File: config.mk
export PLATFORM = sky130hd
export DESIGN_NAME = dff_pipe_stall
export DESIGN_NICKNAME = d
export VERILOG_FILES = /design/src/rtl/dff_pipe_pkg.sv /design/src/rtl/dff_pipe_stage.sv /design/src/rtl/dff_pipe_stall.sv
export SDC_FILE = /design/constraint.sdc
export NUM_CORES = 1
export LEC_CHECK = 0
export ABC_CLOCK_PERIOD_IN_PS = 3900
export BUFFER_PORTS_ARGS = -buffer_cell sky130_fd_sc_hd__buf_4
export CORE_ASPECT_RATIO = 0.8
export CORE_MARGIN = 5
export CORE_UTILIZATION = 28
export CTS_CLUSTER_SIZE = 14
export DETAILED_ROUTE_END_ITERATION = 8
export PLACE_DENSITY_LB_ADDON = 0.2
export RECOVER_POWER = 25
export SLEW_MARGIN = 10
export SYNTH_ARGS = -nofsm -noshare
export SYNTH_HDL_FRONTEND = slang
export SYNTH_HIERARCHICAL = 1
export SYNTH_SLANG_ARGS = --single-unit
File: constraint.sdc
create_clock -name clock -period 3.9 [get_ports clock]
set_clock_uncertainty 0.2 [all_clocks]
set_input_delay 0.78 -clock clock [delete_from_list [all_inputs] [get_ports clock]]
set_output_delay 0.78 -clock clock [all_outputs]
set_load 0.02 [all_outputs]
File: src/rtl/dff_pipe_pkg.sv
// Purpose: shared sizing helpers for the stallable register pipeline.
// Latency: n/a (compile-time functions only).
// Backpressure: n/a.
package dff_pipe_pkg;

    // Bits needed to encode values 0..n-1 (at least one bit).
    function automatic int cnt_w(input int n);
        return (n <= 1) ? 1 : $clog2(n);
    endfunction

    // Width of an occupancy counter that must represent 0..depth inclusive.
    function automatic int occ_w(input int depth);
        return cnt_w(depth + 1);
    endfunction

endpackage

File: src/rtl/dff_pipe_stage.sv
// Purpose: one pipeline stage, a valid bit plus a WIDTH-bit data register.
// Latency: 1 cycle from load to output.
// Backpressure: none locally; load/clear come from the top-level advance chain.
//
// Ports:
//   clock, r_n   rising-edge clock, asynchronous active-low reset
//   load         capture d and mark the stage valid
//   clear        drop the valid bit (ignored when load is also high)
//   d            incoming word
//   valid, data  registered stage contents
module dff_pipe_stage #(
    parameter int               WIDTH     = 8,
    parameter logic [WIDTH-1:0] RESET_VAL = '0
) (
    input  logic             clock,
    input  logic             r_n,
    input  logic             load,
    input  logic             clear,
    input  logic [WIDTH-1:0] d,
    output logic             valid,
    output logic [WIDTH-1:0] data
);

    typedef struct packed {
        logic             valid;
        logic [WIDTH-1:0] data;
    } stage_t;

    stage_t r;

    // Data only changes on a load, so an emptied stage keeps its last word.
    always_ff @(posedge clock or negedge r_n) begin
        if (!r_n) begin
            r <= '{valid: 1'b0, data: RESET_VAL};
        end else if (load) begin
            r <= '{valid: 1'b1, data: d};
        end else if (clear) begin
            r.valid <= 1'b0;
        end
    end

    assign valid = r.valid;
    assign data  = r.data;

endmodule

File: src/rtl/dff_pipe_stall.sv
// Purpose: WIDTH x DEPTH register pipeline with per-stage valid bits and bubble collapse.
// Latency: DEPTH cycles input-to-output when nothing ahead is stalled; 1 word/cycle throughput.
// Backpressure: lossless; in_ready is combinational from out_ready through the advance chain.
//
// Ports:
//   clock, r_n           rising-edge clock, asynchronous active-low reset
//   flush                synchronous clear of every stage valid bit
//   in_valid/in_ready    producer handshake, in_data captured when both high
//   out_valid/out_ready  consumer handshake, out_data is the last stage register
//   occupancy            number of valid stages
module dff_pipe_stall
    import dff_pipe_pkg::*;
#(
    parameter int               WIDTH     = 8,
    parameter int               DEPTH     = 4,
    parameter logic [WIDTH-1:0] RESET_VAL = '0
) (
    input  logic                       clock,
    input  logic                       r_n,
    input  logic                       flush,
    input  logic                       in_valid,
    output logic                       in_ready,
    input  logic [WIDTH-1:0]           in_data,
    output logic                       out_valid,
    input  logic                       out_ready,
    output logic [WIDTH-1:0]           out_data,
    output logic [occ_w(DEPTH)-1:0]    occupancy
);

    localparam int OCC_W = occ_w(DEPTH);

    logic [DEPTH-1:0]            v;
    logic [DEPTH-1:0]            adv;
    logic [DEPTH-1:0]            load;
    logic [DEPTH-1:0]            clr;
    logic [DEPTH-1:0][WIDTH-1:0] q;

    // A stage moves forward when its successor is empty or is itself moving,
    // so gaps between words close up while the head is stalled.
    always_comb begin
        adv            = '0;
        adv[DEPTH-1]   = v[DEPTH-1] & out_ready;
        for (int i = DEPTH - 2; i >= 0; i--) begin
            adv[i] = v[i] & (~v[i+1] | adv[i+1]);
        end
    end

    assign in_ready = ~flush & (~v[0] | adv[0]);

    for (genvar i = 0; i < DEPTH; i++) begin : g_stage
        logic [WIDTH-1:0] d;

        if (i == 0) begin : g_head
            assign load[i] = in_valid & in_ready;
            assign d       = in_data;
        end else begin : g_body
            // Flush wins over any forward move.
            assign load[i] = adv[i-1] & ~flush;
            assign d       = q[i-1];
        end

        // A stage whose word leaves empties unless it is refilled the same edge.
        assign clr[i] = flush | adv[i];

        dff_pipe_stage #(
            .WIDTH     (WIDTH),
            .RESET_VAL (RESET_VAL)
        ) u_stage (
            .clock (clock),
            .r_n   (r_n),
            .load  (load[i]),
            .clear (clr[i]),
            .d     (d),
            .valid (v[i]),
            .data  (q[i])
        );
    end

    assign out_valid = v[DEPTH-1];
    assign out_data  = q[DEPTH-1];

    always_comb begin
        occupancy = '0;
        for (int i = 0; i < DEPTH; i++) begin
            occupancy = occupancy + OCC_W'(v[i]);
        end
    end

endmodule

======== Yosys cells after proc, flatten, opt, wreduce, memory -nomap -nowiden ========
Cells that the tools add are included.
Widths: inputs -> output; s select.
cells by class
  bitwise gates (word level) .............. 22
  $add $sub $neg .......................... 3
  reduce and logical (&&, ||, !) cells .... 4
  mux-type cells .......................... 8
operator list
  operator           count
  $and 1x1->1        9
  $mux 1             8
  $or 1x1->1         8
  $reduce_bool 2->1  4
  $not 1->1          5
  $add 2x1->3        1
  $add 3x1->3        1
  $add 1x1->2        1
word-level totals
  output and inout port bits .............. 13
  register bits ........................... 36

======== Logic depth before layout (Yosys ltp) ========
  word-level depth ........................ 11
  depth in mapped cells ................... 5
  mapped depth without buffers ............ 5

======== Hierarchy ========
The synthesis kept the hierarchy.
by module, submodules not included
  module          sequential area each (um^2)  instances  cells an instance  area an instance (um^2)
  dff_pipe_stage  225.2                        4          20                 369.1
  dff_pipe_stall  0.0                          1          22                 165.2

======== Worst setup path before layout ========
OpenSTA, ideal clock, no wires.
  kind .................................... flip-flop to output port
  start point ............................. register g_stage[3].u_stage/valid (netlist name)
  end point ............................... output port occupancy[1]
  arrival time ............................ 1706 ps
  path slack .............................. 1214 ps
  buffers on the path ..................... 0
  data required time ...................... 2920 ps
  stages on the path, launching flop included .. 6
  path through ............................ dfrtp_1 -> inv_1 -> fa_1 -> inv_1 -> ha_1 -> ha_1
on the way
  cells in the longest elaborated chain, start to end .. 1
ends and longest elaborated chain
  element           RTL line              text
  $add 3x1->3       dff_pipe_stall.sv:85  occupancy = occupancy + OCC_W'(v[i]);
  end: declaration  dff_pipe_stall.sv:27  output logic [occ_w(DEPTH)-1:0] occupancy
Every way passes these cells.

======== Worst setup path in the final report ========
  start point ............................. register g_stage[3].u_stage/valid (netlist name)
  end point ............................... output port occupancy[1]
on the way
  cells in the longest elaborated chain, start to end .. 1
ends and longest elaborated chain
  element      RTL line
  $add 3x1->3  dff_pipe_stall.sv:85
Every way passes these cells.

==> reports/qor.txt <==
Initial antenna violation count: 0
R2R setup slack: 1.67 ns
Starting density of the core: 28.4%
Synth Cell Area: 0.00164 mm²
Chip Width: 95.6 µm
Violated checks: max-capacitance violations, max-slew violations
Seq/Total Area, Yosys: 54.9%
Largest family of logic cells by synthesized area: multiplexers
Via density: 3.79
First-pass GRT wire length: 4.22 mm
CP startpoint: g_stage[3].u_stage/valid$_DFFE_PN0P_
Die area: 0.00750 mm²
Gp weighted congestion: 0.738
CP endpoint kind: output port
Pwr dens: 641 mW/mm²
Die Ht: 78.5 µm
Syn Area/Cell: 16.1 µm²
Area share of fa/ha/maj cells after synthesis: 2.74%
Post-DP HPWL: 1.91 mm
# IOs: 26
Post-cts gate resize count: 0
Syn nets: 118
Crit-path slowest cell: fa_1
Largest net degree at the start of global routing: 37
1st-iter DRT viols: 39
Compound-Gate Fraction of Synth Area: 4.65%
Status: complete, but fails checks
Area Overhead vs Synth: 21.6%
Total track usage: 7.48%
Max incr delay on CP: 0.54 ns
Slew HR: -22.7%
Leakage dissipation: 0.000990 µW
Hold Vio Cnt, Final: 0
Arrival @ worst endpoint: 2.00 ns
CTS tree: built
Min-delay src: g_stage[1].u_stage/data[3]$_DFFE_PN0P_
Clk Latency, worst-skew pair: 0.28 ns
# diodes: 0
R2r startpoint: g_stage[3].u_stage/valid$_DFFE_PN0P_
Share of layout cells above drive strength 1: 54.2%
Core box area: 0.00579 mm²
Multiplexer area fraction after synthesis: 29.3%
WL per Instance: 11.7 µm
CTS root buf: clkbuf_8
Port bufs: 25
Max-cap viol count: 1
Filler Cells Inserted: 561
Hold crit path type: reg -> reg
DRC errors left: 0
Clock Tree Buf Depth: 2
Num rows: 25
Slew Viols, Final: 37
Worst Setup Start Kind: register
Worst-path clk slew: 0.07 ns
Final setup viols: 0
YS warnings: 6
Post-CTS setup repair buffer count: 0
Critical-path cell list: inv_1 > fa_1 > inv_1 > ha_1 > ha_1 > buf_4
H-tree depth: 2
Clock Sinks: 36
Crit path max fanout: 7
Delay-heaviest family, CP: adder cells
Dpl cells: 204
Non-Filler Instances: 212
Cts bufs inserted: 5
Vias in the first global route: 875
Hold buffers post-CTS: 0
Sum Neg Setup Slack: 0 ns
Register bit total from synthesis: 36
Remaining global-route overflow: 0
Worst-Margin Slew: 1.84 ns
Unrepaired setup endpoints after global routing: no
TritonRoute pass-1 iters: 3
Worst VDD drop: 0.000166 V
Post-synthesis instance total: 102
Nets: 146
Fmax: 335 MHz
Final wirelength: 2.49 mm
ANT nets after route: 0
Synth Area in Simple Gates: 3.35%
Post-Synth XOR/XNOR Area: 0%
Crit path required time: 2.92 ns
Critical path type: reg -> out
Yosys cell types: 17
Vias post-DR: 804
Period utilization: 76.5%
Crit path buffers/inverters: 3
Clock period minus worst slack: 2.98 ns
==> where the power goes <==
| part | total [µW] | internal, µW | switching [µW] | leakage [µW] |
|---|---|---|---|---|
| sequential | 578 | 499 | 78.6 | 0.000434 |
| combinational | 392 | 248 | 143 | 0.000501 |
| clock | 310 | 189 | 120 | 0.0000552 |
| total | 1280 | 937 | 342 | 0.000990 |
==> cells by family (layout without fill, tap and decap cells) <==
family,Yosys count,in the layout
DFF,36,36
muxes,32,32
buffers and inverters,14,43
AOI/OAI and AO/OA,10,10
and+or+nand+nor,7,7
adders and majority gates,3,3
==> placed cells by master, fill, tap and decap left out, drive strengths merged <==
| cell | count |
|---|---|
| dfrtp | 36 |
| mux2 | 32 |
| buf | 25 |
| inv | 9 |
| a21o | 7 |
| clkbuf | 7 |
| a21oi | 2 |
| nand2b | 2 |
| ha | 2 |
| and4b | 1 |
| o21bai | 1 |
| nor3 | 1 |
| nand3b | 1 |
| and3b | 1 |
| nor3b | 1 |
| fa | 1 |
| bufinv | 1 |
| clkinv | 1 |
==> worst reg2reg max path, cell delays in order (launching register included) <==
cell,delay (ns)
dfrtp_1,0.45
and4b_4,0.25
a21oi_1,0.85
mux2_4,0.36
==> registers in the layout, summed over array words and instances (netlist names) <==
signal and cells:
g_stage.u_stage/data 32, g_stage.u_stage/valid 4
==> synthesized netlist by cell type <==
cell | n | area (µm²)
nand3b_1 | 1 | 7.51
and3b_1 | 1 | 8.76
mux2_4 | 32 | 480
o21bai_1 | 1 | 7.51
nor3_1 | 1 | 5.00
ha_1 | 2 | 25.0
dfrtp_1 | 36 | 901
fa_1 | 1 | 20.0
buf_6 | 4 | 45.0
a21oi_1 | 2 | 10.0
buf_2 | 1 | 5.00
a21o_1 | 2 | 15.0
nand2b_1 | 2 | 12.5
a21o_2 | 5 | 43.8
and4b_4 | 1 | 13.8
inv_1 | 9 | 33.8
nor3b_1 | 1 | 7.51
==> area by class of cell <==
class                           instances  area (µm²)  share of cell area [%]
Inverter                                9        33.8                    1.69
Multi-Input combinational cell         52         662                    33.1
Tap cell                               81         101                    5.08
Clock buffer                            6        72.6                    3.63
Sequential cell                        36         901                    45.1
Clock inverter                          2        35.0                    1.75
Timing Repair Buffer                   26         191                    9.59
==> path summary, 6_finish.rpt <==
check,to,cells after the start
max,occupancy[1],6
min,g_stage[2].u_stage/data[3]$_DFFE_PN0P_,1
max reg2reg,g_stage[0].u_stage/data[7]$_DFFE_PN0P_,3
min reg2reg,g_stage[2].u_stage/data[3]$_DFFE_PN0P_,1
max in group asynchronous,g_stage[1].u_stage/valid$_DFFE_PN0P_,1
min in group asynchronous,g_stage[3].u_stage/data[1]$_DFFE_PN0P_,1
==> metal layers <==
layer  up-vias  part of all wire, %  track usage, %  routed length [µm]
met2        18                   45            10.8                1110
li1        404                    -               -                   -
met5         -                    0               0                   0
met3         2                  5.5            3.74                 137
met4         0                  1.2            3.41                  29
met1       380                   49            9.25                1210
==> stage by stage <==
step,hold slack (ns),instance area [µm²],total power [µW],utilization [%],setup WS [ns]
3_3_place_gp,0.301,1890,974,32.7,1.24
2_1_floorplan,0.282,1640,851,-,1.21
5_1_grt,0.334,2000,1360,34.5,0.796
6_report,0.313,2000,1280,34.5,0.916
3_5_place_dp,0.308,1890,988,32.7,1.22
4_1_cts,0.246,2000,1310,34.6,0.881
(Power assumes the default switching activity.)
